**config.mk**
```make
export PLATFORM = sky130hd
export DESIGN_NAME = fp_divider
export DESIGN_NICKNAME = d
export VERILOG_FILES = /design/src/rtl/fp_divider.sv
export SDC_FILE = /design/constraint.sdc
export NUM_CORES = 1
export LEC_CHECK = 0
export ABC_CLOCK_PERIOD_IN_PS = 4280
export BUFFER_PORTS_ARGS = -buffer_cell sky130_fd_sc_hd__buf_4
export CAP_MARGIN = 20
export CORE_MARGIN = 3
export CORE_UTILIZATION = 28
export CTS_CLUSTER_DIAMETER = 30
export DETAILED_ROUTE_END_ITERATION = 12
export PLACE_DENSITY = 0.57
export SLEW_MARGIN = 10
export SYNTH_ARGS = -nofsm -noshare
export SYNTH_HDL_FRONTEND = slang
export SYNTH_SLANG_ARGS = --single-unit
```
**constraint.sdc**
```tcl
create_clock -name clk -period 4.28 [get_ports clk]
set_input_delay 0.642 -clock clk [delete_from_list [all_inputs] [get_ports clk]]
set_output_delay 0.642 -clock clk [all_outputs]
set_load 0.03 [all_outputs]
```
**src/rtl/fp_divider.sv**
```systemverilog
// Iterative single-precision divider, one restoring step per clock.
// Truncated mantissa; zero, overflow and underflow mapped to fixed codes.
module fp_divider #(
  parameter int EBIAS = 127,
  parameter int QBITS = 25
) (
  input  logic        clk,
  input  logic        rst,
  input  logic        run,
  input  logic [31:0] x,
  input  logic [31:0] y,
  output logic        stall,
  output logic [31:0] z
);

  typedef enum logic [1:0] {IDLE, DIV, NORM, DONE} state_t;

  state_t      state_q, state_d;
  logic [4:0]  count_q, count_d;
  logic [24:0] r_q, r_d;
  logic [23:0] d_q, d_d;
  logic [24:0] q_q, q_d;
  logic        s_q, s_d;
  logic [7:0]  xe_q, xe_d;
  logic [7:0]  ye_q, ye_d;
  logic [31:0] z_q, z_d;

  logic [24:0] diff;
  logic [9:0]  e;
  logic [22:0] m;
  logic        e_le0;
  logic        e_ge255;

  assign stall = run & (state_q != DONE);
  assign z     = z_q;

  always_comb begin
    diff    = r_q - {1'b0, d_q};
    // 10-bit two's complement exponent; a missing leading one costs 1
    e       = {2'b0, xe_q} - {2'b0, ye_q} + 10'(EBIAS)
            - {9'b0, ~q_q[24]};
    m       = q_q[24] ? q_q[23:1] : q_q[22:0];
    e_le0   = e[9] | (e == 10'd0);
    e_ge255 = ~e[9] & (e >= 10'd255);

    state_d = state_q;
    count_d = count_q;
    r_d     = r_q;
    d_d     = d_q;
    q_d     = q_q;
    s_d     = s_q;
    xe_d    = xe_q;
    ye_d    = ye_q;
    z_d     = z_q;

    unique case (state_q)
      IDLE: begin
        if (run) begin
          s_d     = x[31] ^ y[31];
          xe_d    = x[30:23];
          ye_d    = y[30:23];
          r_d     = {2'b01, x[22:0]};
          d_d     = {1'b1, y[22:0]};
          q_d     = '0;
          count_d = '0;
          state_d = DIV;
        end
      end
      DIV: begin
        if (!run) begin
          state_d = IDLE;
        end else begin
          if (r_q >= {1'b0, d_q}) begin
            r_d = {diff[23:0], 1'b0};
            q_d = {q_q[23:0], 1'b1};
          end else begin
            r_d = {r_q[23:0], 1'b0};
            q_d = {q_q[23:0], 1'b0};
          end
          count_d = count_q + 5'd1;
          if (count_q == 5'(QBITS - 1)) state_d = NORM;
        end
      end
      NORM: begin
        if (!run) begin
          state_d = IDLE;
        end else begin
          if (ye_q == 8'd0)      z_d = {s_q, 8'hFF, 23'b0};
          else if (xe_q == 8'd0) z_d = '0;
          else if (e_le0)        z_d = '0;
          else if (e_ge255)      z_d = {s_q, 8'hFF, 23'b0};
          else                   z_d = {s_q, e[7:0], m};
          state_d = DONE;
        end
      end
      DONE: begin
        if (!run) state_d = IDLE;
      end
      default: state_d = IDLE;
    endcase
  end

  always_ff @(posedge clk or negedge rst) begin
    if (!rst) begin
      state_q <= IDLE;
      count_q <= '0;
      r_q     <= '0;
      d_q     <= '0;
      q_q     <= '0;
      s_q     <= 1'b0;
      xe_q    <= '0;
      ye_q    <= '0;
      z_q     <= '0;
    end else begin
      state_q <= state_d;
      count_q <= count_d;
      r_q     <= r_d;
      d_q     <= d_d;
      q_q     <= q_d;
      s_q     <= s_d;
      xe_q    <= xe_d;
      ye_q    <= ye_d;
      z_q     <= z_d;
    end
  end

endmodule

```
; ---- Word-level counts from Yosys, hierarchy flattened
; Cells that the tools add are included.
[totals]
reg_bits = 130
latch_bits = 0
ramBits = 0
mem_bits_ro = 0
in_bits = 67
out_inout_bits = 33
wordCells = 62
mem_count = 0
[op_classes]
add_sub_neg = 5
n_mul = 0
div = 0
magnitude_cmp = 2
n_eq_ne = 9
n_shift = 0
n_mux = 22
bitwise = 6
reduce_logical = 9
[op_table]
columns = cell, n
row1 = 2-to-1 mux 25 bit, 5
row2 = one-hot mux 25 bit (2 select lines), 2
row3 = 2-to-1 mux 32 bit, 3
row4 = 2-to-1 mux 31 bit, 1
row5 = greater-or-equal comparator 25 x 24 -> 1 bit, 1
row6 = subtractor 24 bit, 1
row7 = 2-to-1 mux 23 bit, 1
row8 = logical NOT 8 bit, 2
row9 = "adder 9 x 8 -> 10 bit, second input constant", 1
row10 = "greater-or-equal comparator 10 x 8 -> 1 bit, second input constant", 1
row11 = logical NOT 10 bit, 1
row12 = 2-to-1 mux 2 bit, 5
row13 = 2-to-1 mux 5 bit, 2
row14 = one-hot mux 5 bit (2 select lines), 1
row15 = subtractor 10 x 1 -> 10 bit, 1
row16 = subtractor 8 x 8 -> 9 bit, 1
row17 = "inequality test 2 bit, second input constant", 4
row18 = one-hot mux 2 bit (4 select lines), 1
row19 = AND reduction 3 bit, 2
row20 = "adder 5 x 1 -> 5 bit, second input constant", 1
row21 = "== test 5 bit, second input constant", 1
row22 = "== test 2 bit, second input constant", 2
row23 = AND reduction 2 bit, 2
row24 = "inequality test 3 bit, second input constant", 1
row25 = other kinds (8), 10

; ---- Depth between registers and ports, before layout
[logic_depth]
ltp_word = 9
mapped_depth = 19
mapped_depth_nobuf = 18

; ---- Worst setup path after synthesis
; OpenSTA, ideal clock, no wires.
[synth_timing]
kind = register to register
from = register xe_q[0]
to = register z_q[12] (netlist: z[12])
setup_ns = 0.074
t_arrival_ns = 4.118
t_required_ns = 4.206
setup_slack_ns = 0.088
stages_incl_launch_ff = 20
n_path_buf = 1
synth_period_minus_slack_ns = 4.192
path_cell_list = dfrtp_1 inv_1 ha_1 inv_1 fa_1 a211oi_2 o21ai_1 a21o_1 xor2_2 inv_1 ha_1 o21ai_0 or4b_1 o211ai_2 a21oi_2 xnor3_2 a31o_1 or4_4 buf_6 o21ai_2
[synth_between]
elab_chain_len = 9
elab_cells_between_ends = 13
cone_classes = 3 x add/sub / 1 x order compare / 4 x mux / 3 x bitwise / 2 x reduce/logical
[synth_rtl]
columns = item, line_no
row1 = from (decl), 24  ; logic [7:0] xe_q, xe_d;
row2 = from (signal assigned), 111  ; xe_q <= '0;
row3 = from (signal assigned), 121  ; xe_q <= xe_d;
row4 = subtractor 8 x 8 -> 9 bit, 40  ; e = {2'b0, xe_q} - {2'b0, ye_q} + 10'(EBIAS)
row5 = adder 9 x 8 -> 10 bit, 40
row6 = subtractor 10 x 1 -> 10 bit, 41  ; - {9'b0, ~q_q[24]};
row7 = greater-or-equal comparator 10 x 8 -> 1 bit / inverter 1 bit (equally long branches), 44  ; e_ge255 = ~e[9] & (e >= 10'd255);
row8 = AND 1 bit, 44
row9 = 2-to-1 mux 31 bit, 91  ; else if (e_ge255) z_d = {s_q, 8'hFF, 23'b0};
row10 = 2-to-1 mux 32 bit, 90  ; else if (e_le0) z_d = '0;
row11 = 2-to-1 mux 32 bit (*), 89  ; else if (xe_q == 8'd0) z_d = '0;
row12 = 2-to-1 mux 32 bit (*), 88  ; if (ye_q == 8'd0) z_d = {s_q, 8'hFF, 23'b0};
row13 = to (signal assigned), 123  ; z_q <= z_d;
row14 = to (decl), 26  ; logic [31:0] z_q, z_d;
; Every way passes the cells marked *; elsewhere a longest branch is shown, timed or not.
; A chain may end at the register's enable or synchronous reset.

; ---- Worst setup path in the final report
[layout_timing]
from = register xe_q[0]
to = register z_q[0] (netlist: z[0])
; The elaborated chain is that of the path after synthesis.

==> qor.yml <==
outcome: "complete, but fails checks"
violations: "negative setup slack"
netlist_area_mm2: 0.00757
start_kind: "register"
grt_use_total: 0.131
antenna_found_initial: 0
irDropWorstVdd_uv: 249
numPortBuffers: 99
synth_top_area_share: 0.430
tritoncts: "yes"
fin_nets: 1015
arrival_ns: 4.63
rsz0062_at_grt: "yes"
post_dp_cell_area_mm2: 0.00874
area_delta_synth_final_pct: 26.7
setup_slack_ns: -0.00739
synth_nets: 906
fp.dieH_um: 170
seq_area_frac_synth: 0.430
dr.pass1.iters: 4
dp.cells: 1207
via_per_inst: 4.82
layout-drive-gt1-share: 0.239
p_clk_frac: 0.265
pre_cts_ws_ns: -0.0456
synthCells: 795
drt-initial-drc-count: 400
gp_congestion: 0.790
grt_pass1_vias: 5960
drc: 0
finalSetupViolCount: 4
clock_path_buffers: 2
p_int_mw: 3.61
async_reset_ff_frac: 1.00
clk_latency_ns: 0.42
fp.dieArea_mm2: 0.0291
clock_sinks: 130
layout_common_cells: "dfrtp_1, buf_4, nand2_1"
finalCriticalPeriod_ns: 4.29
yosys_warnings: 0
cp.required_ns: 4.62
cts_buffers: 17
dp_hpwl_um: 13000
cts_root_buf: "clkbuf_16"
hold_path_class: "in2async"
synthFlopType: "dfrtp_1"
core_mm2: 0.0264
final_common_cell: "dfrtp_1"
synth_top_cell_by_area: "dfrtp_1"
ys_ff_latch: 130
path_clk_slew_ns: 0.07
diodes: 0
synth_cell_types: 62
fill_cells: 2635
cp_max_fo: 6
fin_tns_setup_ns: -0.0213
final_cell_area_mm2: 0.00959
vias: 6039
die_w_um: 170
tightest_slew_ns: 0.896
fin_crit_sh: 1.00
clock_skew_ns: 0.0123
seqPwrFrac: 0.264
io_pins: 100
r2r_slack_ns: -0.007
drt-total-wl_um: 19000
hold_viol: 0
finish.utilization: 0.364
rows: 59
drtAntennaViolNets: 0
synth_area_per_cell_um2: 9.52
overflow: 0
p_per_area_mw_per_mm2: 607
max_cap_viol_count: 0
initial_core_util: 0.287
slew_violations: 0
fin_cells: 1252
crit_type: "reg2reg"
grt_max_degree: 95
clock.fmax_mhz: 233
grt_pass1_wl_um: 30900
synth_edf_count: 0
post_synth_main_area_contributors: "dfrtp_1, ha_1, o21ai_0, nand2_1, mux2i_1"
p_sw_frac: 0.380
p_leak_nw: 4.38
end_kind: "register"
maxSlewHeadroom: 0.403
p_sw_mw: 2.21
pwr-share-comb: 0.471
htree_levels: 4
wl_per_cell_um: 15.2
-- logic make-up after synthesis --
| family | after synthesis | synth area share |
|---|---|---|
| AO/OA/AOI/OAI | 247 | 0.215 |
| AND/OR/NAND/NOR | 205 | 0.134 |
| flip-flops | 130 | 0.430 |
| buffers and inverters | 96 | 0.0497 |
| adder cells (fa/ha/maj) | 45 | 0.0770 |
| multiplexers | 41 | 0.0557 |
| XOR/XNOR | 31 | 0.0388 |
-- through the flow --
stage               total power, mW  hold WS, ns
CTS                            5.76        0.357
global placement               4.14        0.451
detailed placement             4.16        0.456
finish                         5.82        0.266
global route                   6.31        0.372
floorplan                      3.49        0.346
-- power by group through the flow --
| stage | registers [mW] | clock network, mW | logic (mW) |
|---|---|---|---|
| final | 1.54 | 1.54 | 2.74 |
| after global routing | 1.56 | 1.63 | 3.12 |
| after CTS | 1.54 | 1.58 | 2.64 |
| after detailed placement | 1.56 | 0 | 2.61 |
| after global placement | 1.55 | 0 | 2.59 |
| after floorplan | 1.52 | 0 | 1.97 |
-- final timing paths --
path,startpoint,to,cells after the start
max,xe_q[0]$_DFFE_PN0P_,z[0]$_DFFE_PN0P_,19
min,rst,d_q[9]$_DFFE_PN0P_,1
max reg2reg,xe_q[0]$_DFFE_PN0P_,z[0]$_DFFE_PN0P_,19
min reg2reg,d_q[23]$_DFFE_PN0P_,d_q[23]$_DFFE_PN0P_,2
max in group asynchronous,rst,z[30]$_DFFE_PN0P_,2
min in group clk,y[10],d_q[10]$_DFFE_PN0P_,3
-- flip-flops by register name, summed over array words and instances (netlist names) --
signal and cells:
count_q 5, d_q 24, q_q 25, r_q 25
s_q 1, state_q 2, xe_q 8, ye_q 8
z 32
-- per-layer routing --
layer,global-route usage,routed length [µm]
met2,0.214,9090
met3,0.0242,602
met4,0.0307,143
met5,0,0
met1,0.180,9160
-- Yosys cell counts, drive strengths merged (5+ instances only) --
library cell / number
dfrtp: 130
o21ai: 100
nand2: 93
inv: 54
a21oi: 52
ha: 41
clkbuf: 34
mux2i: 32
nor2: 28
a22o: 27
nor3b: 23
a21o: 16
xnor2: 15
xor2: 15
nor3: 10
a22oi: 9
mux2: 9
a221o: 8
nor2b: 8
buf: 7
nand2b: 6
nand4: 6
nor4: 6
o21a: 6
nand3: 5
nand3b: 5
-- final cells by class --
type / count / area [µm²] / share of cell area
sequential: 130 / 3250 / 0.339
inverter: 55 / 206 / 0.0215
timing repair buffer: 131 / 1050 / 0.110
tap: 335 / 419 / 0.0437
clock buffer: 17 / 425 / 0.0443
multi-input combinational: 569 / 4040 / 0.421
clock inverter: 15 / 198 / 0.0206
-- timing repair --
item | 4_1_cts | 5_1_grt
hold buffers | 0 | 0
gates resized for setup | 4 | 19
gates cloned | 1 | 2
buffers inserted | 1 | 9
pin swaps | 2 | 38
endpoints found under the setup margin | 31 | 32
-- critical path, cell delays in order, from the launching register on --
cell and delay, ns:
dfrtp_1 0.39, inv_2 0.08, ha_4 0.13, inv_2 0.04, fa_2 0.39, a211oi_4 0.27, o21ai_1 0.09, a21o_1 0.19
xor2_2 0.15, inv_2 0.08, ha_4 0.27, o21ai_1 0.05, or4b_1 0.54, o211ai_2 0.11, a21oi_2 0.05, xnor3_2 0.25
a31o_1 0.25, or4_4 0.58, clkbuf_16 0.21, o21ai_2 0.10
(Power assumes the default switching activity.)
